$ cat src/rtl/register_pipeline.sv
// register_pipeline: elastic chain of STAGES register slices with valid/ready
// handshake, bubble collapsing, synchronous flush and occupancy count.
module register_pipeline #(
    parameter int WIDTH  = 8,
    parameter int STAGES = 2
) (
    input  logic                         clock,
    input  logic                         reset,
    input  logic                         flush,
    input  logic                         in_valid,
    output logic                         in_ready,
    input  logic [WIDTH-1:0]             in_data,
    output logic                         out_valid,
    input  logic                         out_ready,
    output logic [WIDTH-1:0]             out_data,
    output logic [$clog2(STAGES+1)-1:0]  occupancy
);
    localparam int OW = $clog2(STAGES+1);

    logic [STAGES-1:0] valid;
    logic [WIDTH-1:0]  data  [STAGES];
    logic [STAGES-1:0] rdy;
    logic [STAGES-1:0] src_v;
    logic [WIDTH-1:0]  src_d [STAGES];

    // A stage can take new data unless it and every stage ahead of it are full
    // while the consumer stalls; written flat to keep the chain free of loops.
    for (genvar k = 0; k < STAGES; k++) begin : g_rdy
        assign rdy[k] = out_ready | ~&valid[STAGES-1:k];
    end

    always_comb begin
        src_v[0] = in_valid & ~flush;
        src_d[0] = in_data;
        for (int k = 1; k < STAGES; k++) begin
            src_v[k] = valid[k-1];
            src_d[k] = data[k-1];
        end
    end

    always_ff @(posedge clock or negedge reset) begin
        if (!reset) begin
            valid <= '0;
            for (int k = 0; k < STAGES; k++) data[k] <= '0;
        end else begin
            for (int k = 0; k < STAGES; k++) begin
                valid[k] <= ~flush & (rdy[k] ? src_v[k] : valid[k]);
                if (rdy[k] && src_v[k]) data[k] <= src_d[k];
            end
        end
    end

    always_comb begin
        occupancy = '0;
        for (int k = 0; k < STAGES; k++) occupancy = occupancy + OW'(valid[k]);
    end

    assign in_ready  = rdy[0] & ~flush;
    assign out_valid = valid[STAGES-1];
    assign out_data  = data[STAGES-1];
endmodule

$ cat config.mk
export PLATFORM = sky130hd
export DESIGN_NAME = register_pipeline
export DESIGN_NICKNAME = d
export VERILOG_FILES = /design/src/rtl/register_pipeline.sv
export SDC_FILE = /design/constraint.sdc
export NUM_CORES = 1
export LEC_CHECK = 0
export CORE_MARGIN = 2
export CORE_UTILIZATION = 44
export DETAILED_ROUTE_END_ITERATION = 8
export MAX_ROUTING_LAYER = met4
export PLACE_DENSITY = 0.88
export SLEW_MARGIN = 0
export SYNTH_ARGS = -nofsm -noshare
export SYNTH_HDL_FRONTEND = slang
export SYNTH_SLANG_ARGS = --single-unit
$ cat constraint.sdc
create_clock -name clock -period 1.84 [get_ports clock]
set_input_delay 0.368 -clock clock [delete_from_list [all_inputs] [get_ports clock]]
set_output_delay 0.368 -clock clock [all_outputs]
set_load 0.05 [all_outputs]
==> impl_metrics.tcl <==
set metrics [dict create \
    status "completed" \
    min_path_type "in2async" \
    wl_per_cell_um 15.1 \
    yosys_warnings 0 \
    clock-sinks 18 \
    finalCritPeriodShare 0.976 \
    combinationalPowerShare 0.375 \
    clkPwrFrac 0.197 \
    synth_area_um2 773 \
    die_h_um 45.9 \
    track_usage 0.171 \
    num_antenna_cells 0 \
    antenna_found_initial 0 \
    syn_nets 67 \
    cp_slowest_stage_delay_ps 440 \
    grt_pass1_vias 543 \
    synth.distinct_cells 11 \
    ios 25 \
    ctsLongestPathBuffers 2 \
    r2r_end "data[12]$_DFFE_PN0P_" \
    cp_cell_sequence "ha_4, nor2b_2, buf_4, nor2_4, buf_12" \
    max_slew.worst_pin.slew_ps 507 \
    critical_path_class "reg2out" \
    via_count 495 \
    r2r_start "valid[1]$_DFF_PN0_" \
    powerDensity_nw_per_um2 1070 \
    irDropWorstVdd_v 0.000647 \
    fin_nets 97 \
    portBuffers 24 \
    dp_hpwl_um 1170 \
    cp-end-kind "primary output" \
    hold_viol 0 \
    cp-startpoint "valid[1]$_DFF_PN0_" \
    synth_seq_area_share 0.583 \
    ys_top_cells_by_area "dfrtp_1 58%, mux2_2 23%, buf_4 7.8%" \
    p_switching_uw 416 \
    die_area_um2 2110 \
    p_total_mw 1.19 \
    gp_congestion 0.682 \
    core.rowCount 15 \
    numCtsBuffers 3 \
    path_clk_slew_ps 100 \
    dp_slack_ps 61.6 \
    gr-total-overflow 0 \
    start_util 0.458 \
    rrSetupSlack_ps 250 \
    fill_cells 128 \
    cp_num_buf_inv 2 \
    slew_headroom 0.661 \
    first_pass_iters 1 \
    cts_hold_buf 0 \
    finalSetupViolations 0 \
    cp.arrival_ps 1430 \
    leakage_nw 0.512 \
    ys_ff_latch 18 \
    tritoncts "done" \
    syn_area_per_cell_um2 14.6 \
    wirelength_um 1490 \
    min_period_ps 1800 \
    worstSetupStartpointType "flip-flop" \
    timing.final.ws_setup_ps 44.7 \
    clockRootBuffer "clkbuf_4" \
    vias_per_cell 5.00 \
    cp.required_ps 1470 \
    cp_max_fo 2 \
    maxSlewViolCount 0 \
    p_int_uw 776 \
    crit_cells 5 \
    cp-endpoint "in_ready" \
    core_area_um2 1690 \
    fp.dieW_um 45.9 \
    postRouteAntennaNets 0 \
    netlist.area_leader.share 0.583 \
    syn_inst 53 \
    first_iter_violations 0 \
    clock_latency_ps 290 \
    max_cap_viol_count 0 \
    htree_levels 1 \
    synth_top_area_cell "dfrtp_1" \
    grt_setup_unrepaired "yes" \
    seqPwrFrac 0.428 \
    cp_top_family "flip-flops" \
    drive_above_1_share 0.561 \
    ff2ff_path_depth 5 \
    final_cell_mix "16 x mux2_2, 16 x dfrtp_1, 16 x buf_4" \
    clock_skew_ps 7.72 \
    fmax_mhz 557 \
    area_growth_syn_to_layout_pct 44.7 \
    slowest_stage "dfrtp_2" \
    grt_pass1_wl_um 2350 \
    drc 0 \
    grt_max_degree 13 \
    switching_share 0.349 \
]
how the worst min path moves through the flow:
| stage | startpoint | slack, ps | to | cells past startpoint |
|---|---|---|---|---|
| after floorplan | reset | 70 | data[10]$_DFFE_PN0P_ | 0 |
| after global placement | data[15]$_DFFE_PN0P_ | 490 | data[15]$_DFFE_PN0P_ | 1 |
| after detailed placement | out_data[0]$_DFFE_PN0P_ | 490 | out_data[0]$_DFFE_PN0P_ | 1 |
| after CTS | reset | 330 | valid[1]$_DFF_PN0_ | 1 |
| after global routing | reset | 340 | valid[1]$_DFF_PN0_ | 1 |
| final | reset | 320 | valid[1]$_DFF_PN0_ | 1 |
power groups by stage:
stage | sequential, mW | combinational (mW) | clock, mW
after global placement | 0.517 | 0.437 | 0
after detailed placement | 0.523 | 0.444 | 0
final | 0.510 | 0.447 | 0.235
after floorplan | 0.512 | 0.353 | 0
after CTS | 0.513 | 0.450 | 0.242
after global routing | 0.522 | 0.469 | 0.260
timing repair:
action                                  in CTS  in global routing
gates resized for setup                      1                  3
buffers inserted                             2                  1
endpoints found under the setup margin       1                  3
metal layers:
layer	vias up	part of all wire	track usage
li1	229	-	-
met1	250	0.38	0.169
met2	14	0.57	0.306
met3	2	0.039	0.0278
met4	0	0.0060	0.103
met5	-	0	-
area by class of cell:
class	instances	area [um2]	share of cell area
clock buffer	4	36.3	0.0324
inverter	2	7.51	0.00671
multi-input combinational	25	275	0.246
sequential	18	453	0.405
tap	17	21.3	0.0190
timing repair buffer	33	325	0.291
state kept, by name (all words and copies together), names as in the netlist:
register	flops
data	8
out_data	8
valid	2
synth_stat cells:
library cell	count
dfrtp_1	18
mux2_2	16
buf_4	8
nor2_1	3
inv_1	2
a21oi_1	1
ha_1	1
mux2i_1	1
nor2b_2	1
nor3b_4	1
o21ai_2	1
per-stage QoR:
step	hold WS [ps]	instances	cell area, um2	utilization	TNS [ps]
after global routing	335	99	1120	0.662	-3.61
final	324	99	1120	0.662	0
after CTS	332	98	1100	0.652	0
after global placement	485	92	1050	0.621	0
after detailed placement	494	92	1050	0.621	0
after floorplan	72.4	53	790	-	0
cells by family after synthesis:
family                   count (synthesis)  share of synthesized area
adder cells (fa/ha/maj)                  1                     0.0162
flip-flops                              18                      0.583
buffers and inverters                   10                     0.0874
multiplexers                            17                      0.246
AND/OR/NAND/NOR                          5                     0.0502
AO/OA/AOI/OAI                            2                     0.0178
Power figures use the tool's default switching activity.
